File: src/rtl/turn_sequencer.sv
// Turn sequencer for a multi-player card/board game: rotates the active player, issues the
// move strobe on a matching card, forfeits idle turns and detects the winner.
module turn_sequencer #(
  parameter int unsigned WIN_POS = 24,
  parameter int unsigned TIMEOUT = 1000
) (
  input  logic       clk,
  input  logic       reset,
  input  logic       start,
  input  logic [1:0] num_players,
  input  logic       card_valid,
  input  logic       match,
  input  logic [4:0] cur_cnt,
  output logic [1:0] T,
  output logic       D,
  output logic       card_ready,
  output logic       game_over,
  output logic [1:0] winner,
  output logic [2:0] state
);

  typedef enum logic [2:0] {
    StIdle     = 3'd0,
    StWaitCard = 3'd1,
    StEval     = 3'd2,
    StMove     = 3'd3,
    StCheck    = 3'd4,
    StNext     = 3'd5,
    StDone     = 3'd6
  } state_e;

  state_e      r_state;
  state_e      w_state_nxt;
  logic [1:0]  r_t;
  logic [1:0]  r_winner;
  logic [1:0]  r_np;
  logic [15:0] r_cnt;
  logic        w_timeout;
  logic        w_win;

  assign w_timeout = (r_cnt == 16'(TIMEOUT - 1));
  assign w_win     = (32'(cur_cnt) >= WIN_POS);

  always_ff @(posedge clk) begin
    if (reset) begin
      r_state <= StIdle;
    end else begin
      r_state <= w_state_nxt;
    end
  end

  always_comb begin
    w_state_nxt = r_state;
    case (r_state)
      StIdle:     if (start) w_state_nxt = StWaitCard;
      // A card arriving on the last allowed cycle still counts.
      StWaitCard: begin
        if (card_valid) begin
          w_state_nxt = StEval;
        end else if (w_timeout) begin
          w_state_nxt = StNext;
        end
      end
      StEval:     w_state_nxt = match ? StMove : StNext;
      StMove:     w_state_nxt = StCheck;
      StCheck:    w_state_nxt = w_win ? StDone : StWaitCard;
      StNext:     w_state_nxt = StWaitCard;
      StDone:     if (start) w_state_nxt = StWaitCard;
      default:    w_state_nxt = StIdle;
    endcase
  end

  always_comb begin
    state      = r_state;
    D          = (r_state == StMove);
    card_ready = (r_state == StWaitCard);
    game_over  = (r_state == StDone);
    T          = r_t;
    winner     = r_winner;
  end

  always_ff @(posedge clk) begin
    if (reset) begin
      r_t      <= 2'd0;
      r_winner <= 2'd0;
      r_np     <= 2'd1;
      r_cnt    <= 16'd0;
    end else begin
      // Counter only runs while parked in WAIT_CARD; zero on every fresh entry.
      r_cnt <= (r_state == StWaitCard && w_state_nxt == StWaitCard) ? r_cnt + 16'd1 : 16'd0;
      case (r_state)
        StIdle: begin
          if (start) begin
            r_t  <= 2'd0;
            r_np <= (num_players == 2'd0) ? 2'd1 : num_players;
          end
        end
        StCheck: if (w_win) r_winner <= r_t;
        StNext:  r_t <= (r_t < r_np) ? r_t + 2'd1 : 2'd0;
        StDone: begin
          if (start) begin
            r_t      <= 2'd0;
            r_winner <= 2'd0;
          end
        end
        default: ;
      endcase
    end
  end

endmodule

File: config.mk
export PLATFORM = sky130hd
export DESIGN_NAME = turn_sequencer
export DESIGN_NICKNAME = d
export VERILOG_FILES = /design/src/rtl/turn_sequencer.sv
export SDC_FILE = /design/constraint.sdc
export NUM_CORES = 1
export LEC_CHECK = 0
export CAP_MARGIN = 20
export CELL_PAD_IN_SITES_DETAIL_PLACEMENT = 2
export CELL_PAD_IN_SITES_GLOBAL_PLACEMENT = 2
export CORE_AREA = 2 2 72 74
export DETAILED_ROUTE_END_ITERATION = 16
export DIE_AREA = 0 0 74 76
export HOLD_SLACK_MARGIN = 0.12
export MAX_ROUTING_LAYER = met4
export PLACE_DENSITY_LB_ADDON = 0.05
export SLEW_MARGIN = 20
export SYNTH_ARGS = -nofsm -noshare
export SYNTH_HDL_FRONTEND = slang
export SYNTH_SLANG_ARGS = --single-unit
File: constraint.sdc
create_clock -name clk -period 1.7 [get_ports clk]
set_clock_uncertainty 0.2 [all_clocks]
set_input_delay 0.425 -clock clk [delete_from_list [all_inputs] [get_ports clk]]
set_output_delay 0.425 -clock clk [all_outputs]
set_load 0.05 [all_outputs]
==> impl_metrics.json, run 1 <==
{
  "status": "complete, but fails checks",
  "violations": "negative setup slack",
  "ant_nets": 0,
  "syn-num-nets": 169,
  "max_stage_delay_ps": 390,
  "crit_type": "reg -> out",
  "die_x_um": 74,
  "clk_latency_ps": 270,
  "clock_path_buffers": 2,
  "crit_fanout": 7,
  "synthToLayoutAreaGrowth_pct": 61.00,
  "worstReg2RegEnd": "r_cnt[5]$_SDFF_PP0_",
  "first_pass_iters": 4,
  "yosys_warnings": 0,
  "synth-seq-area-share": 0.3910,
  "p_per_area_nw_per_um2": 594.3,
  "rsz0062_at_grt": "true",
  "h-tree-depth": 1,
  "whs_ps": 351.7,
  "gr-total-overflow": 0,
  "dieArea_um2": 5624,
  "drtIter0Drc": 35,
  "grt_max_degree": 14,
  "row_count": 26,
  "grt.total_usage": 0.1786,
  "timing.final.crit_share": 1.040,
  "die_y_um": 76,
  "startpoint_type": "flop",
  "netlist.area_leader.share": 0.3910,
  "grt_pass1_vias": 1509,
  "synth_flop_cell": "dfxtp_1",
  "hold_path_depth": 2,
  "crit_arrival_ps": 1140,
  "tns_ps": -606.7,
  "clkSinkCount": 25,
  "hold_violations": 0,
  "cap_violations": 0,
  "synthesis.area_um2": 1280,
  "setup_slack_ps": -67.18,
  "synth-seq-cells": 25,
  "min_from": "r_np[0]$_SDFFE_PP1P_",
  "crit_path_end_kind": "output pin",
  "hold_buffers": 0,
  "crit_slowest_cell": "dfxtp_4",
  "antenna_found_initial": 0,
  "synth_edf_count": 0,
  "worst_path_dominant_cell_family": "flip-flops",
  "leakagePower_nw": 0.7288,
  "slew_violations": 0,
  "layout-drive-gt1-share": 0.3538,
  "layout_min_cycle_time_ps": 1767,
  "start_util": 0.2606,
  "cts_tree": "built",
  "cts_root_buffer": "clkbuf_8",
  "diodes": 0,
  "max_freq_mhz": 565.9,
  "drc_errors": 0,
  "relSlewSlack": 0.7703,
  "synthDistinctLibCells": 34,
  "rrSetupSlack_ps": -40,
  "vias_per_cell": 4.787,
  "nets": 227,
  "r2r_cells": 4,
  "fin_util": 0.4195,
  "peakVddDrop_uv": 240.2,
  "synth_commonest_cells": "25 x dfxtp_1, 25 x nor2_1, 11 x a21oi_1, 11 x nand2_1, 11 x xnor2_1",
  "port_buffers": 18,
  "regToRegStartpoint": "r_cnt[15]$_SDFF_PP0_",
  "gp_congestion": 0.7650,
  "synthTopCellsByArea": "dfxtp_1 39%, xnor2_1 7.5%, nor2_1 7.3%, a21oi_1 4.3%, nand2_1 3.2%",
  "routed_wl_mm": 4.502,
  "synth_largest_area_cell": "dfxtp_1",
  "wl_per_cell_um": 15.96,
  "synth-async-reset-ratio": 0,
  "finalSetupViolCount": 17,
  "syn-mean-instance-area_um2": 8.258,
  "crit_required_ps": 1070,
  "synthCells": 155,
  "core-area_um2": 4912,
  "clk_pin_slew_ps": 90,
  "cts_made_buffers": 3,
  "cp.buffers_inverters": 2,
  "vias": 1350,
  "dpl.hpwl_mm": 3.285,
  "critical_path.cell_chain": "nor3b_4 -> buf_6 -> buf_12",
  "io_pins": 22,
  "hold_end": "r_np[0]$_SDFFE_PP1P_",
  "min_path_type": "reg -> reg",
  "tightest_slew_ps": 341.4,
  "grt_pass1_wl_mm": 7.314
}
## area by class of cell
cell class | count | area [µm²]
fillers | 549 | 2851
multi-input cells | 118 | 804.5
repair buffers | 57 | 580.6
flip-flops and latches | 25 | 513.0
well taps | 70 | 87.58
clock buffers | 4 | 45.04
inverters | 8 | 30.03
## registers in the layout, summed over array words and instances, names as in the netlist
signal and count:
state 3, r_np 2, r_cnt 16, T 2, winner 2
## cell families after synthesis
family | after synthesis | synth area share
xor+xnor | 14 | 0.09580
compound gates | 26 | 0.1281
flops | 25 | 0.3910
buf+inv | 13 | 0.04496
simple gates | 75 | 0.3206
fa+ha+maj | 2 | 0.01955
## how the worst max path moves through the flow
stage	cells past startpoint	to	startpoint	slack, ps
2_1_floorplan	6	r_cnt[0]$_SDFF_PP0_	state[2]$_SDFF_PP0_	-350
3_3_place_gp	5	r_cnt[1]$_SDFF_PP0_	card_valid	-530
3_5_place_dp	5	r_cnt[4]$_SDFF_PP0_	card_valid	-600
4_1_cts	4	r_cnt[4]$_SDFF_PP0_	r_cnt[4]$_SDFF_PP0_	-150
5_1_grt	3	card_ready	state[0]$_SDFF_PP0_	-110
6_report	3	card_ready	state[1]$_SDFF_PP0_	-70
## placed cells by master (no fill, tap or decap), drive strengths merged, types with 6 or more instances in the layout
master,synthesis,routed
a21oi,11,11
buf,2,49
clkdlybuf4s50,0,6
dfxtp,25,25
inv,8,8
nand2,11,11
nand2b,6,6
nand3,7,7
nor2,25,25
nor3,8,8
o21ai,6,6
xnor2,11,11
## metrics by stage
step	area, µm²	power (W)	instances	setup slack [ps]
6_report	2061	0.001225	282	-67.18
5_1_grt	2061	0.001291	282	-112.4
4_1_cts	2013	0.001234	279	-155.0
3_5_place_dp	1853	0.0008202	265	-597.6
3_3_place_gp	1853	0.0008127	265	-530.5
2_1_floorplan	1318	0.0007188	155	-351.9
## power by group
| group | switching [W] | total, W | internal [W] |
|---|---|---|---|
| Sequential | 0.0000141 | 0.000607 | 0.000593 |
| Combinational | 0.000119 | 0.000255 | 0.000136 |
| Clock | 0.000194 | 0.000363 | 0.000168 |
| Total | 0.000327 | 0.00122 | 0.000897 |
## routing by layer
layer | track usage | vias up | wire length (µm)
li1 | - | 655 | -
met1 | 0.1762 | 664 | 1689
met2 | 0.3366 | 21 | 2586
met3 | 0.02513 | 10 | 126
met4 | 0.07273 | 0 | 101
met5 | - | - | 0
## repair_timing
action	CTS	global route
pin swaps	10	7
resized for setup	13	8
setup buffers	9	3
setup endpoints to repair	21	22
hold endpoints to repair	0	0
cloned	1	0
## worst min-delay path: cells and delay by family, from the launching register on
family | cells | cell delay (ps)
flip-flops | 1 | 380
AO/OA/AOI/OAI | 1 | 70
AND/OR/NAND/NOR | 1 | 70
Note: power is estimated with default switching activity, not from simulation.
==> inputs of run 2 (changes only) <==
Settings changed: CTS_CLUSTER_DIAMETER from default to 80, SETUP_SLACK_MARGIN from default to 0.4.
==> run 2 against run 1 <==
Effect of this change:
- the run still ends with negative setup slack left
- design area up 15%
- wire length is 16% higher
- critical endpoint is now r_cnt[4]$_SDFF_PP0_
- clock power about the same
- combinational power grew 30%
- hold slack lost 24 ps
- register-to-register slack lost 80 ps
- power increased by 6.3%
- sequential power barely moved
- non-clock buffer count grew 15
- final cell count rose by 5.3%
- highest routed layer unchanged
- largest cell class unchanged
==> impl_metrics.json, run 2 (synthesized netlist as in run 1, its figures left out) <==
{
  "status": "complete, but fails checks",
  "violations": "negative setup slack",
  "hold_violations": 0,
  "timing.final.crit_share": 1.075,
  "rsz0062_at_grt": "true",
  "grt.total_usage": 0.1917,
  "wl_per_cell_um": 17.65,
  "max_freq_mhz": 547.2,
  "vias": 1424,
  "clock_path_buffers": 2,
  "grt_use_met2": 0.3652,
  "grt.met1_usage": 0.1951,
  "min_path_type": "reg -> reg",
  "gr-total-overflow": 0,
  "crit_arrival_ps": 1790,
  "layout-drive-gt1-share": 0.5110,
  "diodes": 0,
  "cp.buffers_inverters": 2,
  "cts_made_buffers": 3,
  "power.share.clock": 0.280,
  "detailedPlace.worstSlack_ps": -538.6,
  "antenna_found_initial": 0,
  "h-tree-depth": 1,
  "leakagePower_nw": 0.8502,
  "fin_cells": 297,
  "met3_usage": 0.02513,
  "largest_reg_flops": 16,
  "peakVddDrop_uv": 365.2,
  "crit_type": "in -> reg",
  "ant_nets": 0,
  "clkSinkCount": 25,
  "crit_required_ps": 1670,
  "die_x_um": 74,
  "rrSetupSlack_ps": -120,
  "dp_cells": 265,
  "gp_congestion": 0.7821,
  "clk_latency_ps": 270,
  "cap_violations": 0,
  "finalSetupViolCount": 19,
  "switchingPower_w": 0.0003671,
  "nets": 242,
  "max_stage_delay_ps": 530,
  "cts_tree": "built",
  "core-area_um2": 4912,
  "layout_min_cycle_time_ps": 1828,
  "startpoint_type": "primary input",
  "synthToLayoutAreaGrowth_pct": 84.36,
  "worst_path_dominant_cell_family": "simple AND/OR/NAND/NOR gates",
  "tightest_slew_ps": 324.9,
  "port_buffers": 18,
  "combPwrFrac": 0.256,
  "grt_max_degree": 14,
  "intPower_w": 0.0009341,
  "drc_errors": 0,
  "clk_pin_slew_ps": 90,
  "first_pass_iters": 3,
  "final_common_cell": "buf_4",
  "relSlewSlack": 0.7814,
  "setup_slack_ps": -127.5,
  "routed_wl_mm": 5.242,
  "top_register": "r_cnt",
  "drtIter0Drc": 35,
  "cts_root_buffer": "clkbuf_8",
  "final_cell_mix": "41 x buf_4, 16 x dfxtp_1, 15 x nor2_1",
  "p_seq_frac": 0.465,
  "swShare": 0.2821,
  "crit_fanout": 7,
  "gr-max-usage-layer": "met2",
  "p_per_area_nw_per_um2": 551.4,
  "io_pins": 22,
  "fill_cells": 513,
  "crit_path_end_kind": "flop",
  "critical_path.cell_chain": "clkdlybuf4s15_1 -> or4b_4 -> nor4_4 -> buf_4 -> a21bo_4 -> nor2_1",
  "slew_violations": 0,
  "crit_slowest_cell": "or4b_4",
  "row_count": 26,
  "dpl.hpwl_mm": 3.141,
  "grt_pass1_vias": 1595,
  "start_util": 0.2606,
  "grt_pass1_wl_mm": 8.066,
  "dieArea_um2": 5624,
  "die_y_um": 76,
  "vias_per_cell": 4.795
}
run 2: cell count changes in the layout (fill, tap and decap cells not counted), moves of 4 or more:
cell and change:
a21oi_1 -6, a21oi_2 +6, buf_4 +6, buf_6 +7, dfxtp_1 -5, nor2_1 -5, nor2_2 +4, o21ai_0 -4
o21ai_1 +4
run 2: stage by stage:
step                power (W)  TNS (ps)  hold WS (ps)  instance area, µm²    util
finish               0.001301     -1391         327.3                2360  0.4804
detailed placement  0.0008213     -9675         308.8                1858  0.3782
CTS                  0.001272     -2262         309.5                2178  0.4435
floorplan           0.0007269     -4768         241.1                1341       -
global placement    0.0008160     -9450         279.5                1858  0.3782
global route         0.001358     -2428         344.7                2360  0.4804
run 2: final timing paths:
| kind | start | end | cells after the start |
|---|---|---|---|
| worst max-delay path | card_valid | r_cnt[4]$_SDFF_PP0_ | 6 |
| worst min-delay path | r_np[0]$_SDFFE_PP1P_ | r_np[0]$_SDFFE_PP1P_ | 2 |
| worst max register to register | r_cnt[15]$_SDFF_PP0_ | r_cnt[4]$_SDFF_PP0_ | 5 |
| worst min register to register | r_np[0]$_SDFFE_PP1P_ | r_np[0]$_SDFFE_PP1P_ | 2 |
run 2: power by group through the flow:
stage | Clock, W | Sequential [W] | Combinational [W]
final | 0.000364 | 0.000605 | 0.000332
after CTS | 0.000386 | 0.000606 | 0.000280
after global routing | 0.000403 | 0.000606 | 0.000350
after global placement | 0 | 0.000625 | 0.000191
after detailed placement | 0 | 0.000626 | 0.000195
after floorplan | 0 | 0.000634 | 0.0000933
run 2: layer usage:
metal	routed length (µm)	part of all wire
met1	1877	0.36
met2	3087	0.59
met3	107	0.020
met4	169	0.032
met5	0	0
run 2: area by class of cell:
class                   instances  area [µm²]  area share
well taps                      70       87.58     0.03712
inverters                       8       32.53     0.01379
clock buffers                   4       45.04     0.01909
flip-flops and latches         25       524.3      0.2222
repair buffers                 72       750.7      0.3181
multi-input cells             118       919.6      0.3897
run 2: tightest hold or removal path, stage by stage, from the launching register on:
cell and delay (ps):
dfxtp_1 350, o21ai_1 90, nand2b_1 60
run 2: timing repair:
action | in CTS | in global routing
setup endpoints to repair | 35 | 35
hold buffers | 0 | 0
endpoints found under the hold margin | 0 | 0
setup buffers | 19 | 8
pin swaps | 17 | 16
gates cloned | 1 | 0
resized for setup | 38 | 31
